`config.mk`:
```
export PLATFORM = sky130hd
export DESIGN_NAME = psx_pad_emulator_flat
export DESIGN_NICKNAME = d
export VERILOG_FILES = /design/src/rtl/psx_pad_pkg.sv /design/src/rtl/psx_pad_emulator_if.sv /design/src/rtl/psx_pad_emulator.sv /design/src/flat_wrapper.sv
export SDC_FILE = /design/constraint.sdc
export NUM_CORES = 1
export LEC_CHECK = 0
export CORE_MARGIN = 2
export CORE_UTILIZATION = 43
export DETAILED_ROUTE_END_ITERATION = 10
export GPL_ROUTABILITY_DRIVEN = 0
export GPL_TIMING_DRIVEN = 0
export HOLD_SLACK_MARGIN = 0.06
export PLACE_DENSITY_LB_ADDON = 0.25
export RECOVER_POWER = 50
export SLEW_MARGIN = 20
export SYNTH_ARGS = -nofsm -noshare
export SYNTH_HDL_FRONTEND = slang
export SYNTH_SLANG_ARGS = --single-unit
```
`constraint.sdc`:
```
create_clock -name clk -period 1.6 [get_ports clk]
set_input_delay 0.32 -clock clk [delete_from_list [all_inputs] [get_ports clk]]
set_output_delay 0.32 -clock clk [all_outputs]
set_load 0.005 [all_outputs]
```
`src/rtl/psx_pad_pkg.sv`:
```
// Shared types and constants for the PlayStation pad emulator.
// Optional analog mode is enabled by defining PSX_PAD_ANALOG_EN.
package psx_pad_pkg;

  typedef enum logic [3:0] {
    S_ADDR   = 4'd0,
    S_CMD    = 4'd1,
    S_TAG    = 4'd2,
    S_BTN0   = 4'd3,
    S_BTN1   = 4'd4,
    S_AX0    = 4'd5,
    S_AX1    = 4'd6,
    S_AX2    = 4'd7,
    S_AX3    = 4'd8,
    S_IGNORE = 4'd9,
    S_DONE   = 4'd10
  } pad_state_e;

  localparam logic [7:0] REPLY_IDLE = 8'hFF;
  localparam logic [7:0] REPLY_TAG  = 8'h5A;

  localparam logic [7:0] DEF_PAD_ADDRESS  = 8'h01;
  localparam logic [7:0] DEF_POLL_COMMAND = 8'h42;
  localparam logic [7:0] DEF_DIGITAL_ID   = 8'h41;
  localparam logic [7:0] DEF_ANALOG_ID    = 8'h73;

  // Bit positions in the pressed-high buttons vector.
  localparam int BTN_SELECT   = 0;
  localparam int BTN_L3       = 1;
  localparam int BTN_R3       = 2;
  localparam int BTN_START    = 3;
  localparam int BTN_UP       = 4;
  localparam int BTN_RIGHT    = 5;
  localparam int BTN_DOWN     = 6;
  localparam int BTN_LEFT     = 7;
  localparam int BTN_L2       = 8;
  localparam int BTN_R2       = 9;
  localparam int BTN_L1       = 10;
  localparam int BTN_R1       = 11;
  localparam int BTN_TRIANGLE = 12;
  localparam int BTN_CIRCLE   = 13;
  localparam int BTN_CROSS    = 14;
  localparam int BTN_SQUARE   = 15;

endpackage

```
`src/rtl/psx_pad_emulator_if.sv`:
```
// Byte-level link between psx_device_port (master) and the pad protocol engine (slave).
interface psx_pad_emulator_if;
  logic       PPB_packet_reset;
  logic [7:0] PPB_command;
  logic       PPB_command_strobe;
  logic       PPB_reply_ready;
  logic [7:0] PPB_reply;
  logic       PPB_ack_strobe;

  modport master (
    output PPB_packet_reset,
    output PPB_command,
    output PPB_command_strobe,
    output PPB_reply_ready,
    input  PPB_reply,
    input  PPB_ack_strobe
  );

  modport slave (
    input  PPB_packet_reset,
    input  PPB_command,
    input  PPB_command_strobe,
    input  PPB_reply_ready,
    output PPB_reply,
    output PPB_ack_strobe
  );
endinterface

```
`src/rtl/psx_pad_emulator.sv`:
```
// Protocol engine for an emulated PlayStation pad. Answers poll packets byte by
// byte, one clock after each command strobe, with active-low button bytes.
// Define PSX_PAD_ANALOG_EN to add analog mode (ID 0x73 plus four axis bytes).
module psx_pad_emulator
  import psx_pad_pkg::*;
#(
  parameter logic [7:0] PAD_ADDRESS  = DEF_PAD_ADDRESS,
  parameter logic [7:0] POLL_COMMAND = DEF_POLL_COMMAND,
`ifdef PSX_PAD_ANALOG_EN
  parameter logic [7:0] ANALOG_ID    = DEF_ANALOG_ID,
`endif
  parameter logic [7:0] DIGITAL_ID   = DEF_DIGITAL_ID
) (
  input  logic                 clk,
  input  logic                 reset,
  psx_pad_emulator_if.slave    ppb,
  input  logic [15:0]          buttons,
`ifdef PSX_PAD_ANALOG_EN
  input  logic                 analog_mode,
  input  logic [31:0]          axes,
`endif
  output logic                 poll_done
);

  pad_state_e  state_q, state_d;
  logic [7:0]  reply_q, reply_d;
  logic        ack_q, ack_d;
  logic        done_q, done_d;
  logic [15:0] snap_btn_q, snap_btn_d;
  logic        final_byte;
`ifdef PSX_PAD_ANALOG_EN
  logic [31:0] snap_ax_q, snap_ax_d;
  logic        ana_q, ana_d;
`endif

  // Identify the state whose reply is the last data byte of the packet.
  always_comb begin
`ifdef PSX_PAD_ANALOG_EN
    final_byte = ((state_q == S_BTN1) && !ana_q) || (state_q == S_AX3);
`else
    final_byte = (state_q == S_BTN1);
`endif
  end

  // Next-state, reply and strobe decisions, taken only on a command strobe.
  always_comb begin
    state_d    = state_q;
    reply_d    = reply_q;
    ack_d      = 1'b0;
    done_d     = 1'b0;
    snap_btn_d = snap_btn_q;
`ifdef PSX_PAD_ANALOG_EN
    snap_ax_d  = snap_ax_q;
    ana_d      = ana_q;
`endif
    if (ppb.PPB_packet_reset) begin
      // Packet reset wins over any same-cycle strobe.
      state_d    = S_ADDR;
      reply_d    = REPLY_IDLE;
      snap_btn_d = '0;
`ifdef PSX_PAD_ANALOG_EN
      snap_ax_d  = '0;
      ana_d      = 1'b0;
`endif
    end else begin
      done_d = ppb.PPB_reply_ready && final_byte;
      if (ppb.PPB_command_strobe) begin
        case (state_q)
          S_ADDR: begin
            if (ppb.PPB_command == PAD_ADDRESS) begin
              ack_d   = 1'b1;
              state_d = S_CMD;
`ifdef PSX_PAD_ANALOG_EN
              ana_d   = analog_mode;
              reply_d = analog_mode ? ANALOG_ID : DIGITAL_ID;
`else
              reply_d = DIGITAL_ID;
`endif
            end else begin
              reply_d = REPLY_IDLE;
              state_d = S_IGNORE;
            end
          end
          S_CMD: begin
            if (ppb.PPB_command == POLL_COMMAND) begin
              ack_d      = 1'b1;
              reply_d    = REPLY_TAG;
              snap_btn_d = buttons;
`ifdef PSX_PAD_ANALOG_EN
              snap_ax_d  = axes;
`endif
              state_d    = S_TAG;
            end else begin
              reply_d = REPLY_IDLE;
              state_d = S_IGNORE;
            end
          end
          S_TAG: begin
            ack_d   = 1'b1;
            reply_d = ~snap_btn_q[7:0];
            state_d = S_BTN0;
          end
          S_BTN0: begin
            ack_d   = 1'b1;
            reply_d = ~snap_btn_q[15:8];
            state_d = S_BTN1;
          end
          S_BTN1: begin
`ifdef PSX_PAD_ANALOG_EN
            if (ana_q) begin
              ack_d   = 1'b1;
              reply_d = snap_ax_q[7:0];
              state_d = S_AX0;
            end else begin
              reply_d = REPLY_IDLE;
              state_d = S_DONE;
            end
`else
            reply_d = REPLY_IDLE;
            state_d = S_DONE;
`endif
          end
`ifdef PSX_PAD_ANALOG_EN
          S_AX0: begin
            ack_d   = 1'b1;
            reply_d = snap_ax_q[15:8];
            state_d = S_AX1;
          end
          S_AX1: begin
            ack_d   = 1'b1;
            reply_d = snap_ax_q[23:16];
            state_d = S_AX2;
          end
          S_AX2: begin
            ack_d   = 1'b1;
            reply_d = snap_ax_q[31:24];
            state_d = S_AX3;
          end
          S_AX3: begin
            reply_d = REPLY_IDLE;
            state_d = S_DONE;
          end
`endif
          S_IGNORE, S_DONE: begin
            reply_d = REPLY_IDLE;
          end
          default: begin
            reply_d = REPLY_IDLE;
            state_d = S_IGNORE;
          end
        endcase
      end
    end
  end

  // Register state, outputs and the per-packet snapshot.
  always_ff @(posedge clk or posedge reset) begin
    if (reset) begin
      state_q    <= S_ADDR;
      reply_q    <= REPLY_IDLE;
      ack_q      <= 1'b0;
      done_q     <= 1'b0;
      snap_btn_q <= '0;
`ifdef PSX_PAD_ANALOG_EN
      snap_ax_q  <= '0;
      ana_q      <= 1'b0;
`endif
    end else begin
      state_q    <= state_d;
      reply_q    <= reply_d;
      ack_q      <= ack_d;
      done_q     <= done_d;
      snap_btn_q <= snap_btn_d;
`ifdef PSX_PAD_ANALOG_EN
      snap_ax_q  <= snap_ax_d;
      ana_q      <= ana_d;
`endif
    end
  end

  assign ppb.PPB_reply      = reply_q;
  assign ppb.PPB_ack_strobe = ack_q;
  assign poll_done          = done_q;

endmodule
```
`src/flat_wrapper.sv`:
```
// flat-port wrapper written by rule: the top's interface ports become plain ports
module psx_pad_emulator_flat import psx_pad_pkg::*;
#(
  parameter logic [7:0] PAD_ADDRESS  = DEF_PAD_ADDRESS,
  parameter logic [7:0] POLL_COMMAND = DEF_POLL_COMMAND,

  parameter logic [7:0] DIGITAL_ID   = DEF_DIGITAL_ID
)
  (clk, reset, buttons, poll_done, ppb_PPB_packet_reset, ppb_PPB_command, ppb_PPB_command_strobe, ppb_PPB_reply_ready, ppb_PPB_reply, ppb_PPB_ack_strobe);
  psx_pad_emulator_if ppb_i ();
  input  logic clk;
  input  logic reset;
  input  logic [15:0] buttons;
  output logic poll_done;
  input wire logic [$bits(ppb_i.PPB_packet_reset)-1:0] ppb_PPB_packet_reset;
  input wire logic [$bits(ppb_i.PPB_command)-1:0] ppb_PPB_command;
  input wire logic [$bits(ppb_i.PPB_command_strobe)-1:0] ppb_PPB_command_strobe;
  input wire logic [$bits(ppb_i.PPB_reply_ready)-1:0] ppb_PPB_reply_ready;
  output wire logic [$bits(ppb_i.PPB_reply)-1:0] ppb_PPB_reply;
  output wire logic [$bits(ppb_i.PPB_ack_strobe)-1:0] ppb_PPB_ack_strobe;
  assign ppb_i.PPB_packet_reset = ppb_PPB_packet_reset;
  assign ppb_i.PPB_command = ppb_PPB_command;
  assign ppb_i.PPB_command_strobe = ppb_PPB_command_strobe;
  assign ppb_i.PPB_reply_ready = ppb_PPB_reply_ready;
  assign ppb_PPB_reply = ppb_i.PPB_reply;
  assign ppb_PPB_ack_strobe = ppb_i.PPB_ack_strobe;
  psx_pad_emulator #(.PAD_ADDRESS(PAD_ADDRESS), .POLL_COMMAND(POLL_COMMAND), .DIGITAL_ID(DIGITAL_ID)) u_core (.clk(clk), .reset(reset), .ppb(ppb_i), .buttons(buttons), .poll_done(poll_done));
endmodule
```
After elaboration in Yosys (flattened, before gate mapping)

Cells that the tools add are included.

Flip-flop bits (word level): 30
Input bits: 29
Output and inout port bits: 10
Word-level logic and storage cells: 45

Equal/unequal tests: 9
Mux-type cells: 20
Bitwise operators: 2
Reduce and logical (&&, ||, !) cells: 9

Operators by type and width:

| operator           | count |
|---|---|
| $mux 16            | 4 |
| $mux 8             | 4 |
| $pmux 8 s4         | 1 |
| $pmux 4 s6         | 1 |
| $mux 4             | 4 |
| $not 8->8          | 2 |
| $eq 4x2->1 const B | 2 |
| $eq 4x4->1 const B | 2 |
| $eq 8x1->1 const B | 1 |
| $eq 8x7->1 const B | 1 |
| $reduce_bool 2->1  | 3 |
| $mux 1             | 5 |
| $eq 4x1->1 const B | 1 |
| $eq 4x3->1 const B | 1 |
| $logic_not 4->1    | 1 |
| $reduce_or 2->1    | 2 |
| $pmux 1 s3         | 1 |
| $reduce_and 3->1   | 1 |
| $ne 2x2->1 const B | 1 |
| $reduce_and 2->1   | 1 |
| $logic_and 1x1->1  | 1 |

Logic depth before layout (Yosys ltp)

Gate-level depths: netlist of the first run.

Depth after elaboration: 5
Gate-level depth with buffers: 6

Worst setup path before layout of the first run

Ideal clock, no wire load.

Path kind: input-to-reg
From: input port ppb_PPB_command[2]
To: register u_core.snap_btn_q[0]
Library setup time: 121 ps
Arrival time: 1468 ps
Required time: 1479 ps
Slack: 11 ps
Stages: 5
Path buffers: 1
Cells stage by stage: nor4_4 > nor3b_4 > a31oi_4 > buf_6 > a22o_1

Word-level cells in the longest chain between the ends: 3

Ends and longest elaborated chain:

| item                               | RTL line                | source |
|---|---|---|
| from (decl)                        | flat_wrapper.sv:16      | `input wire logic [$bits(ppb_i.PPB_command)-1:0] ppb_PPB_command;` |
| $eq 8x7->1                         | psx_pad_emulator.sv:85  | `if (ppb.PPB_command == POLL_COMMAND) begin` |
| $reduce_bool 2->1 (no source line) | -                       |  |
| $reduce_and 3->1 (no source line)  | -                       |  |
| to (signal assigned)               | psx_pad_emulator.sv:173 | `snap_btn_q <= snap_btn_d;` |
| to (decl)                          | psx_pad_emulator.sv:29  | `logic [15:0] snap_btn_q, snap_btn_d;` |

Every way passes these cells.
A chain may end at the register's enable or synchronous reset.

Final worst setup path of the first run

From: register u_core.state_q[0]
To: register u_core.state_q[3]

Word-level cells in the longest chain between the ends: 5
Elaborated cells between the ends (all ways): 13
Classes of those cells: eq/ne (7); mux (3); reduce/logical (3)

Ends and longest elaborated chain:

| item                   | RTL line                | source |
|---|---|---|
| from (decl)            | psx_pad_emulator.sv:25  | `pad_state_e state_q, state_d;` |
| from (signal assigned) | psx_pad_emulator.sv:169 | `state_q <= state_d;` |
| $eq 4x4->1             | psx_pad_emulator.sv:68  | `case (state_q)` |
| $reduce_or 2->1        | psx_pad_emulator.sv:68  |  |
| $pmux 4 s6             | psx_pad_emulator.sv:68  |  |
| $mux 4                 | psx_pad_emulator.sv:67  | `if (ppb.PPB_command_strobe) begin` |
| $mux 4                 | psx_pad_emulator.sv:56  | `if (ppb.PPB_packet_reset) begin` |

Parallel ways exist; a longest one is shown, timed or not. The select of a mux whose other input is x is not followed.

==> impl_metrics.yaml, run 1 <==
critical_path:
  cp-end-kind: "flop"
  crit_chain: "or4b_2 -> o21ai_2 -> a31o_2 -> a211oi_1"
  slowest_stage: "or4b_2"
  cp-start-kind: "flop"
  cp.arrival_ns: 1.78
  worst-path-max-fanout: 3
  critPathRequiredTime_ns: 1.82
  critical_path_class: "flop to flop"
  slowest_delay_ns: 0.67
synthesis:
  synth_edf_count: 0
  syn_area_per_cell_um2: 10.9
  synth_seq_cells: 30
  synthesis.nets: 167
  ys_async_sr_fraction_pct: 100
  synth_cells: 138
  ys_warn_count: 0
  yosys_most_used_dff: "dfrtp_1"
  syn_area_um2: 1500
  yosys.cell_types.count: 41
  synth-seq-area-share_pct: 50.8
grt:
  grt_pass1_wl_mm: 5.88
  antenna_found_initial: 0
  grt_start_max_net_pins: 31
  grt_overflow_total: 0
  track_usage_pct: 19.7
  grt_pass1_vias: 1245
routing:
  drt_wl_total_mm: 3.63
  initialDrtViolationCount: 64
  post-route-drc-count: 0
  drtAntennaViolNets: 0
  vias: 1308
  detail_route.wl_per_cell_um: 15.2
  dr.pass1.iters: 4
  vias_per_cell: 5.47
floorplanning:
  fp.dieH_um: 63.0
  core_area_um2: 3340
  io_pins: 39
  start_util_pct: 44.9
  die-width_um: 63.0
  rows: 21
  dieArea_um2: 3970
clock_tree:
  clock_sinks: 30
  clockBufferDepth: 2
  clock-root-buffer: "clkbuf_4"
  cts_tree: "done"
  cts_made_buffers: 5
  htreeDepth: 2
  path_clk_slew_ns: 0.09
  insertion_delay_ns: 0.34
layout:
  post-route-util_pct: 64.2
  area_growth_pct: 42.8
  final_cells: 239
  final_nets: 221
  final_area_um2: 2140
  antenna_cells: 0
  drive_gt1_share_pct: 23.8
worst_hold_path:
  hold_path_class: "flop to flop"
timing:
  timing.fmax_mhz: 640
  hold_viol_final: 0
  period_minus_slack_ns: 1.56
  skew_ns: 0.0149
  slew-limit-headroom_pct: 26.7
  worst_pin_slew_ns: 1.10
  final.setup.tns_ns: 0
  setup_ws_ns: 0.0372
  slew_violations: 0
  whs_ns: 0.508
  setup_viol: 0
  fin_crit_sh_pct: 97.7
flow_run:
  drv_cap: 0
placement:
  placed_cell_area_um2: 1940
  dpl.cell_count: 222
  hpwl_mm: 2.55
  dp_slack_ns: -0.720
  portBuffers: 38
power:
  p_total_mw: 1.64
  leakage_nw: 0.941
  powerDensity_nw_per_um2: 765
  vdd_drop_max_uv: 473
outcome:
  status: "finished, final reports clean"
[report_power, final]
group | internal, mW | switching (mW) | total [mW] | leakage [nW]
logic | 0.116 | 0.104 | 0.220 | 0.506
clock network | 0.373 | 0.264 | 0.637 | 0.0455
registers | 0.775 | 0.00498 | 0.780 | 0.389
[sequential cells by signal (all words and copies together) (netlist names)]
register                   cells
u_core.poll_done               1
u_core.ppb.PPB_ack_strobe      1
u_core.ppb.PPB_reply           8
u_core.snap_btn_q             16
u_core.state_q                 4
[cells in the mapped netlist (all sizes together) (2+ instances only)]
| cell type | count | area [µm²] |
|---|---|---|
| a22o | 16 | 140 |
| clkbuf | 3 | 11.3 |
| a31oi | 4 | 40.0 |
| inv | 4 | 15.0 |
| nand2 | 6 | 22.5 |
| o21ai | 4 | 20.0 |
| nor2b | 2 | 12.5 |
| mux2i | 6 | 60.1 |
| dfstp | 8 | 210 |
| nor2 | 13 | 48.8 |
| nand3b | 3 | 22.5 |
| a21oi | 15 | 75.1 |
| dfrtp | 22 | 551 |
| buf | 6 | 37.5 |
| nor3 | 3 | 26.3 |
| nand2b | 2 | 12.5 |
| nor3b | 4 | 46.3 |
[final cells by class]
type / count / area [µm²]
timing repair buffer: 47 / 455
clock inverter: 1 / 30.0
multi-input combinational: 95 / 703
tap: 46 / 57.6
fill: 306 / 1200
clock buffer: 7 / 55.1
buffer: 9 / 63.8
sequential: 30 / 761
inverter: 4 / 15.0
[cell usage in the layout (no fill, tap or decap), types with 2 or more instances in the layout]
cell             count
nand3b_1             3
a21oi_1             15
a22o_1              16
clkbuf_2             3
mux2i_1              6
buf_4                8
a31oi_1              2
clkbuf_4             6
nand2b_1             2
nand2_1              6
nor2_1              12
clkbuf_1             2
nor3b_4              2
dfstp_2              8
nor3b_1              2
dlymetal6s2s_1       4
buf_6                5
dlygate4sd2_1       11
dfrtp_1             22
clkdlybuf4s50_1     22
nor3_1               2
o21ai_0              3
inv_1                4
[kinds of logic (layout without fill, tap and decap cells)]
group | after synthesis | in the layout | share of synthesized area [%]
AOI/OAI and AO/OA | 44 | 44 | 21.2
and+or+nand+nor | 44 | 44 | 19.0
DFF | 30 | 30 | 50.8
buffers and inverters | 13 | 68 | 4.26
muxes | 7 | 7 | 4.76
[timing repair]
action	in CTS	in global routing
endpoints found under the setup margin	32	24
cloned	1	0
pin swaps	3	6
hold buffers	0	0
setup buffers	8	0
gates resized for setup	16	23
[critical path, delay by kind of cell, from the launching register on]
kind | cells | cell delay, ns
simple gates | 1 | 0.67
compound gates | 3 | 0.39
flops | 1 | 0.38
[per-layer routing]
metal  up-vias  global-route usage (%)  part of all wire (%)
li1        616                       -                     -
met1       629                    24.3                    43
met2        51                    31.6                    49
met3        12                    6.13                   6.5
met4         0                    8.33                   1.7
met5         -                       0                     0
[worst paths after layout]
path	from	to	slack, ns	cells after the start
worst max-delay path	u_core.state_q[0]	u_core.state_q[3]	0.04	4
max in group asynchronous	reset	u_core.snap_btn_q[15]	0.38	2
min in group asynchronous	reset	u_core.snap_btn_q[7]	0.55	2
worst min register to register	u_core.ppb.PPB_reply[1]	u_core.ppb.PPB_reply[1]	0.51	2
worst min-delay path	u_core.ppb.PPB_reply[1]	u_core.ppb.PPB_reply[1]	0.51	2
worst max register to register	u_core.state_q[0]	u_core.state_q[3]	0.04	4
Power figures use the tool's default switching activity.
==> run 2, diff against run 1 <==
--- a/config.mk
+++ b/config.mk
@@ -6,7 +6,7 @@
 export NUM_CORES = 1
 export LEC_CHECK = 0
 export CORE_MARGIN = 2
-export CORE_UTILIZATION = 43
+export CORE_UTILIZATION = 45
 export DETAILED_ROUTE_END_ITERATION = 10
 export GPL_ROUTABILITY_DRIVEN = 0
 export GPL_TIMING_DRIVEN = 0
==> constraint.sdc (replaced) <==
create_clock -name clk -period 1.9 [get_ports clk]
set_input_delay 0.38 -clock clk [delete_from_list [all_inputs] [get_ports clk]]
set_output_delay 0.38 -clock clk [all_outputs]
set_load 0.005 [all_outputs]
==> run 2 against run 1 <==
  * Via count shrank 1.1%
  * Count of clock-buffer cells in the layout is the same
  * Flip-flop and latch count is the same
  * First-iteration DRC count shrank 4.7%
  * Critical endpoint is now u_core.snap_btn_q[5]
  * Routed wire length shrank 2.9%
  * Design area shrank 3.2%
  * Largest power group unchanged
==> impl_metrics.yaml, run 2 (synthesis results as in run 1) <==
critical_path:
  crit_family: "simple AND/OR/NAND/NOR gates"
  reg2reg_slack_ns: 0.23
  cp-end-kind: "flop"
  crit_buf_inv: 2
  critPathRequiredTime_ns: 2.11
  reg2reg_to: "u_core.snap_btn_q[5]"
  critical_path_depth: 6
  worst-path-max-fanout: 7
  cp-start-kind: "input pin"
  critical_path_class: "input pin to flop"
  slowest_stage: "clkdlybuf4s50_1"
  crit_path_start: "ppb_PPB_command[2]"
  ff2ff_path_depth: 6
  crit_end: "u_core.snap_btn_q[5]"
  crit_chain: "clkdlybuf4s50_1 -> nor4_4 -> nor3b_4 -> a31oi_4 -> buf_6 -> a22o_1"
  slowest_delay_ns: 0.44
  r2r_start: "u_core.state_q[3]"
  cp.arrival_ns: 2.06
layout:
  final_cells: 237
  largest_reg_flops: 16
  drive_gt1_share_pct: 20.7
  layout_commonest_cell: "clkdlybuf4s50_1"
  regMostFlops: "u_core.snap_btn_q"
  final_cell_mix: "clkdlybuf4s50_1 (34), dfrtp_1 (22), a22o_1 (16)"
  final_nets: 221
  antenna_cells: 0
  area_growth_pct: 38.2
timing:
  setup_ws_ns: 0.0553
  rsz0062_at_grt: "false"
  slew-limit-headroom_pct: 26.1
  timing.fmax_mhz: 542
  hold_viol_final: 0
  fin_crit_sh_pct: 97.1
  period_minus_slack_ns: 1.84
  setup_viol: 0
  skew_ns: 0.00591
  slew_violations: 0
  worst_pin_slew_ns: 1.11
clock_tree:
  holdBufCountCts: 0
  cts_made_buffers: 5
  path_clk_slew_ns: 0.08
  clockBufferDepth: 2
  insertion_delay_ns: 0.33
  clock_sinks: 30
  clock-root-buffer: "clkbuf_4"
  htreeDepth: 2
  cts_tree: "done"
placement:
  hpwl_mm: 2.54
  dp_slack_ns: -0.450
  portBuffers: 38
  dpl.cell_count: 220
flow_run:
  drv_cap: 0
grt:
  grt_overflow_total: 0
  antenna_found_initial: 0
  grt_start_max_net_pins: 31
  grt_pass1_vias: 1242
  grt_pass1_wl_mm: 5.69
  track_usage_pct: 20.6
routing:
  dr.pass1.iters: 4
  drt_wl_total_mm: 3.53
  initialDrtViolationCount: 61
  vias_per_cell: 5.46
  vias: 1294
  detail_route.wl_per_cell_um: 14.9
  post-route-drc-count: 0
  drtAntennaViolNets: 0
worst_hold_path:
  hold_path_class: "flop to flop"
  min_from: "u_core.snap_btn_q[6]"
floorplanning:
  dieArea_um2: 3810
  io_pins: 39
  rows: 20
  core_area_um2: 3100
  fp.dieH_um: 61.7
  die-width_um: 61.7
  start_util_pct: 48.3
outcome:
  status: "finished, final reports clean"
power:
  p_sw_uw: 302
  vdd_drop_max_uv: 504
  leakage_nw: 0.888
  combPwrFrac_pct: 14.8
  p_seq_share_pct: 53.3
  p_int_uw: 930
  powerDensity_nw_per_um2: 595
  clkPwrFrac_pct: 31.9
  p_sw_share_pct: 24.5
==> run 2: through the flow <==
| stage | hold slack [ns] | TNS (ns) | utilization [%] | power, mW | instance area (µm²) |
|---|---|---|---|---|---|
| 3_5_place_dp | 0.493 | -7.67 | 62.3 | 0.841 | 1930 |
| 5_1_grt | 0.528 | 0 | 66.8 | 1.29 | 2070 |
| 2_1_floorplan | 0.465 | 0 | - | 0.743 | 1500 |
| 4_1_cts | 0.512 | 0 | 65.5 | 1.24 | 2030 |
| 6_report | 0.509 | 0 | 66.8 | 1.23 | 2070 |
| 3_3_place_gp | 0.486 | -6.36 | 62.3 | 0.836 | 1930 |
==> run 2: worst min-delay path by stage <==
stage | cells after the start | end | slack (ns)
final | 1 | u_core.snap_btn_q[6] | 0.51
after global placement | 1 | u_core.snap_btn_q[14] | 0.49
after floorplan | 1 | u_core.poll_done | 0.46
after detailed placement | 1 | u_core.snap_btn_q[14] | 0.49
after global routing | 1 | u_core.snap_btn_q[7] | 0.53
after CTS | 2 | u_core.ppb.PPB_reply[7] | 0.51
==> run 2: what timing repair did <==
action / 4_1_cts / 5_1_grt
cloned: 1 / 0
pin swaps: 2 / 3
buffers inserted: 3 / 5
gates resized for setup: 5 / 1
setup endpoints to repair: 10 / 13
==> run 2: final cells by class <==
class	count	area, µm²
Tap cell	44	55.1
Clock buffer	7	55.1
Clock inverter	1	5.00
Timing Repair Buffer	47	449
Sequential cell	30	761
Multi-Input combinational cell	95	683
Inverter	4	15.0
Buffer	9	48.8
Fill cell	270	1030
==> run 2: per-layer routing <==
metal,track usage [%],up-vias,wire length [µm]
li1,-,617,-
met1,26.6,626,1490
met2,33.2,45,1770
met3,6.42,6,223
met4,6.38,0,42
met5,0,-,0
==> run 2: power groups by stage <==
stage	Clock [mW]	Sequential, mW	Combinational, mW
after CTS	0.405	0.657	0.178
after global routing	0.435	0.658	0.198
after detailed placement	0	0.669	0.172
final	0.393	0.657	0.182
after floorplan	0	0.669	0.0739
after global placement	0	0.669	0.167
